--- config.mk ---
export PLATFORM = sky130hd
export DESIGN_NAME = multi_phase_detect
export DESIGN_NICKNAME = d
export VERILOG_FILES = /design/src/rtl/multi_phase_detect.sv
export SDC_FILE = /design/constraint.sdc
export NUM_CORES = 1
export LEC_CHECK = 0
export ABC_AREA = 1
export BUFFER_PORTS_ARGS = -buffer_cell sky130_fd_sc_hd__buf_2
export CAP_MARGIN = 40
export CORE_MARGIN = 8
export CORE_UTILIZATION = 40
export DETAILED_ROUTE_END_ITERATION = 16
export SLEW_MARGIN = 0
export SYNTH_ARGS = -nofsm -noshare
export SYNTH_HDL_FRONTEND = slang
export SYNTH_SLANG_ARGS = --single-unit
export TNS_END_PERCENT = 100
--- constraint.sdc ---
create_clock -name clock -period 4.92 [get_ports clock]
set_input_delay 0.246 -clock clock [delete_from_list [all_inputs] [get_ports clock]]
set_output_delay 0.246 -clock clock [all_outputs]
set_load 0.03 [all_outputs]
--- src/rtl/multi_phase_detect.sv ---
// Multi-channel acoustic arrival timestamping: after arm, latch the free-running
// counter at the first rising edge on each channel and report the earliest channel.
// Optional glitch qualification when MULTI_PHASE_DETECT_GLITCH_FILTER_EN is defined.
module multi_phase_detect #(
  parameter int              NUM_CH        = 2,
  parameter int              TS_WIDTH      = 32,
  parameter longint unsigned TIMEOUT       = 100000,
  parameter int              GLITCH_CYCLES = 4
) (
  input  logic                         clock,
  input  logic                         sysreset,
  input  logic [NUM_CH-1:0]            signal_in,
  input  logic                         arm,
  input  logic                         ack,
  output logic [NUM_CH*TS_WIDTH-1:0]   time_out,
  output logic [NUM_CH-1:0]            ch_valid,
  output logic [2:0]                   first_ch,
  output logic                         busy,
  output logic                         done,
  output logic                         timed_out
);

  // Timeout fires on the edge where the timeout counter would reach TIMEOUT.
  localparam logic [TS_WIDTH-1:0] TO_LAST = TS_WIDTH'(TIMEOUT - 1);

  // Reject illegal configurations at elaboration.
  if (NUM_CH < 2 || NUM_CH > 8 || TS_WIDTH < 8 || TS_WIDTH > 32 ||
      GLITCH_CYCLES < 1 || GLITCH_CYCLES > 255 || TIMEOUT < 1) begin : g_bad_cfg
    $error("multi_phase_detect: illegal parameter combination");
  end

  typedef enum logic [1:0] {S_IDLE, S_ARMED, S_CAP, S_DONE} state_t;

  state_t                state, state_nxt;
  logic [TS_WIDTH-1:0]   cnt;
  logic [TS_WIDTH-1:0]   tcnt;
  logic [NUM_CH-1:0]     sync1, sync2;
  logic [NUM_CH-1:0]     hit;
  logic [TS_WIDTH-1:0]   stamp [NUM_CH];
  logic [2:0]            lowest;
  logic                  in_window;

  // Two-flop synchronizer on the asynchronous microphone inputs.
  always_ff @(posedge clock) begin
    if (sysreset) begin
      sync1 <= '0;
      sync2 <= '0;
    end else begin
      sync1 <= signal_in;
      sync2 <= sync1;
    end
  end

`ifdef MULTI_PHASE_DETECT_GLITCH_FILTER_EN
  logic [7:0]          run      [NUM_CH];
  logic [TS_WIDTH-1:0] first_ts [NUM_CH];

  // Count consecutive high samples; remember the counter at the first one.
  always_ff @(posedge clock) begin
    if (sysreset) begin
      for (int i = 0; i < NUM_CH; i++) begin
        run[i]      <= '0;
        first_ts[i] <= '0;
      end
    end else begin
      for (int i = 0; i < NUM_CH; i++) begin
        if (!sync2[i]) begin
          run[i] <= '0;
        end else begin
          if (run[i] == 8'd0) first_ts[i] <= cnt;
          if (run[i] < 8'(GLITCH_CYCLES)) run[i] <= run[i] + 8'd1;
        end
      end
    end
  end

  // Edge qualifies on the GLITCH_CYCLES-th high sample, stamped from the first.
  always_comb begin
    for (int i = 0; i < NUM_CH; i++) begin
      hit[i]   = sync2[i] && (run[i] == 8'(GLITCH_CYCLES - 1));
      stamp[i] = (run[i] == 8'd0) ? cnt : first_ts[i];
    end
  end
`else
  logic [NUM_CH-1:0] prev;

  // Previous-sample register for rising-edge detection.
  always_ff @(posedge clock) begin
    if (sysreset) prev <= '0;
    else          prev <= sync2;
  end

  // Unfiltered rising edge, stamped with the current counter.
  always_comb begin
    for (int i = 0; i < NUM_CH; i++) begin
      hit[i]   = sync2[i] & ~prev[i];
      stamp[i] = cnt;
    end
  end
`endif

  // Lowest-numbered channel edging this cycle.
  always_comb begin
    lowest = '0;
    for (int i = NUM_CH - 1; i >= 0; i--) begin
      if (hit[i]) lowest = 3'(i);
    end
  end

  // State register.
  always_ff @(posedge clock) begin
    if (sysreset) state <= S_IDLE;
    else          state <= state_nxt;
  end

  // Next-state logic; completion wins over a simultaneous timeout.
  always_comb begin
    state_nxt = state;
    case (state)
      S_IDLE:  if (arm) state_nxt = S_ARMED;
      S_ARMED: if (|hit) state_nxt = S_CAP;
      S_CAP:   if ((&ch_valid) || (tcnt == TO_LAST)) state_nxt = S_DONE;
      S_DONE:  if (ack) state_nxt = arm ? S_ARMED : S_IDLE;
      default: state_nxt = S_IDLE;
    endcase
  end

  // Status outputs decoded from state.
  always_comb begin
    busy      = (state == S_ARMED) || (state == S_CAP);
    done      = (state == S_DONE);
    in_window = busy;
  end

  // Timestamp counter, timeout counter and capture registers.
  always_ff @(posedge clock) begin
    if (sysreset) begin
      cnt       <= '0;
      tcnt      <= '0;
      time_out  <= '0;
      ch_valid  <= '0;
      first_ch  <= '0;
      timed_out <= 1'b0;
    end else begin
      cnt <= cnt + 1'b1;
      if (state_nxt == S_ARMED && state != S_ARMED) begin
        ch_valid  <= '0;
        first_ch  <= '0;
        timed_out <= 1'b0;
      end
      if (in_window) begin
        for (int i = 0; i < NUM_CH; i++) begin
          if (hit[i] && !ch_valid[i]) begin
            ch_valid[i]                      <= 1'b1;
            time_out[i*TS_WIDTH +: TS_WIDTH] <= stamp[i];
          end
        end
      end
      if (state == S_ARMED && |hit) begin
        first_ch <= lowest;
        tcnt     <= '0;
      end else if (state == S_CAP) begin
        tcnt <= tcnt + 1'b1;
      end
      if (state == S_CAP && state_nxt == S_DONE) timed_out <= ~(&ch_valid);
    end
  end

endmodule
==> flow_summary.toml <==
[clocking]
clk_pin_slew_ns = 0.06
cts_buffers = 17
clock-root-buffer = "clkbuf_16"
htree_num_levels = 4
clk-insertion-delay-late_ns = 0.42
clockBufferDepth = 2
ctsResizeCount = 0
cts_hold_buffers = 0
cts.sinks = 140
cts_tree = "yes"
postCtsSetupBuffers = 0

[yosys]
synth_ff_type = "dfxtp_1"
yosys_warnings = 0
synth_cell_type_count = 39
synth-edff-count = 0
synth_cells = 809
synth_area_per_cell_um2 = 7.45
synth_common_cells = "dfxtp_1 (140), nand2_1 (115), nor2_1 (102)"
synth.area.top_cells = "dfxtp_1 (47%), a21oi_1 (8.0%), o21ai_0 (7.6%)"
ys_async_sr_fraction_pct = 0
syn_area_um2 = 6030
synth.most_common_cell = "dfxtp_1"
yosysSeqAreaShare_pct = 46.5
ys_ff_latch = 140
synth_top_area_share_pct = 46.5
yosysTopAreaCell = "dfxtp_1"

[timing]
rsz0062_at_grt = "false"
setup_viol = 0
hold_violations = 0
hold-worst-slack_ns = 0.0259
worstMarginPinSlew_ns = 0.724
layout_min_cycle_time_ns = 2.23
timing.slew.headroom_pct = 51.3
final.setup.tns_ns = 0
post-route-period-util_pct = 45.3
clock_skew_ns = 0.00617
slew_viol_final = 0
fmax_ghz = 0.448

[setup_path]
crit_start = "state[1]"
setup.worst_path.end = "tcnt[6]"
worstRegToRegCells = 8
cpLargestDelayFamily = "buffers and inverters"
r2r_end = "tcnt[6]"
crit_path_end_kind = "flop"
arrival_ns = 2.60
worstSetupPathType = "reg -> reg"
r2r_start = "state[1]"
r2r_setup_slack_ns = 2.69
slowest_stage = "clkinv_1"
worst_ep_required_time_ns = 5.29
slowest_delay_ns = 0.52
crit_cells = 8
worstPathMaxFanout = 19
path_cells = "inv_1, ha_1, a21boi_0, nor2_1, buf_4, clkinv_1, a21oi_1, o21a_1"
crit_buf_inv = 3
cp-start-kind = "flop"

[cells_and_area]
multi_input_area_um2 = 2730
synthToLayoutAreaGrowth_pct = 18.9
fin_nets = 894
regArea_um2 = 2800
fill_cells = 1513
diodes = 0
drive_gt1_share_pct = 17.4
fin_cells = 1083

[grt]
grt_util_all_layers_pct = 16.0
antenna_found_initial = 0
grt_pass1_wl_mm = 25.2
overflow = 0
grt_pass1_vias = 5093
grt_start_max_net_pins = 47

[floorplan]
dieArea_um2 = 19200
die_h_um = 139
die_w_um = 139
core_um2 = 15000
rows = 45
io-pin-count = 78
start_util_pct = 40.2

[drt]
drtPass1Iterations = 5
drt-wirelength-per-cell_um = 13.8
vias = 5320
finalWirelength_mm = 15.0
viasPerCell = 4.91
drc = 0
antenna_left = 0
drt_iter0_markers = 347

[place]
gp_congestion = 0.902
dpl.hpwl_mm = 10.8
dp_cells = 1051
io_buffers = 75

[job]
maxCapViolCount = 0

[power_and_ir_drop]
power_mw = 2.58
leakage_nw = 2.95
vdd_drop_max_v = 0.000257
power_density_nw_per_um2 = 359

[hold_path]
hold_path_class = "in -> reg"

[outcome]
outcome = "finished, final reports clean"
flip-flops by register name, summed over array words and instances (netlist names):
| name | flops |
|---|---|
| first_ch | 1 |
| timed_out | 1 |
| tcnt | 32 |
| time_out | 64 |
| ch_valid | 2 |
| cnt | 32 |
| state | 2 |
| prev | 2 |
| sync2 | 2 |
| sync1 | 2 |
per-layer routing:
layer	share of wire, %	GRT usage, %	routed length [um]	vias up
li1	-	-	-	2792
met1	47	19.4	6990	2394
met2	47	26.5	7050	111
met3	4.7	4.48	711	23
met4	1.5	5.78	222	0
met5	0	0	0	-
area by class of cell:
cell class | count | area share (%)
well taps | 188 | 3.28
multi-input cells | 538 | 38.0
inverters | 104 | 5.45
flip-flops and latches | 140 | 39.1
clock buffers | 22 | 6.62
clock inverters | 10 | 1.48
repair buffers | 81 | 6.04
kinds of logic after synthesis:
group           synth area share (%)
fa+ha+maj                       1.25
simple gates                    25.6
buf+inv                         8.49
xor+xnor                        1.74
other cells                   0.0622
flops                           46.5
compound gates                  16.3
worst min-delay path by stage:
stage | depth (start not counted) | endpoint | slack (ns) | start
6_report | 3 | sync1[0] | 0.03 | signal_in[0]
2_1_floorplan | 2 | sync1[0] | 0.35 | signal_in[0]
3_5_place_dp | 2 | sync2[1] | 0.40 | sync1[1]
4_1_cts | 3 | sync1[0] | 0.01 | signal_in[0]
5_1_grt | 3 | sync1[0] | 0.02 | signal_in[0]
3_3_place_gp | 2 | sync2[0] | 0.40 | sync1[0]
where the power goes:
| group | internal [mW] | leakage, nW | switching (mW) |
|---|---|---|---|
| combinational | 0.0422 | 1.53 | 0.113 |
| clock | 0.745 | 0.284 | 0.502 |
| sequential | 1.16 | 1.13 | 0.0141 |
| total | 1.95 | 2.95 | 0.630 |
worst register-to-register path: stages, from the launching register on:
cell and delay (ns):
dfxtp_1 0.37, inv_1 0.08, ha_1 0.24, a21boi_0 0.17, nor2_1 0.12, buf_4 0.22, clkinv_1 0.53, a21oi_1 0.31
o21a_1 0.15
stage by stage:
stage               instance area (um2)  setup slack [ns]  util, %
global placement                   6560              2.52     43.8
global route                       7170              2.43     47.9
CTS                                7170              2.64     47.9
detailed placement                 6590              2.66     44.0
finish                             7170              2.69     47.9
floorplan                          6030              2.95        -
cells in the final DEF, fill, tap and decap left out, types with 7 or more instances in the layout:
cell type,instances
nand3_1,25
xor2_1,7
clkbuf_16,17
nor3_1,18
nor4_1,7
dfxtp_1,140
nand2_1,115
o21ai_0,92
nor2_1,102
nand4_1,15
a21oi_1,96
buf_2,75
inv_1,97
No activity file was read; power rests on OpenSTA's default activity.
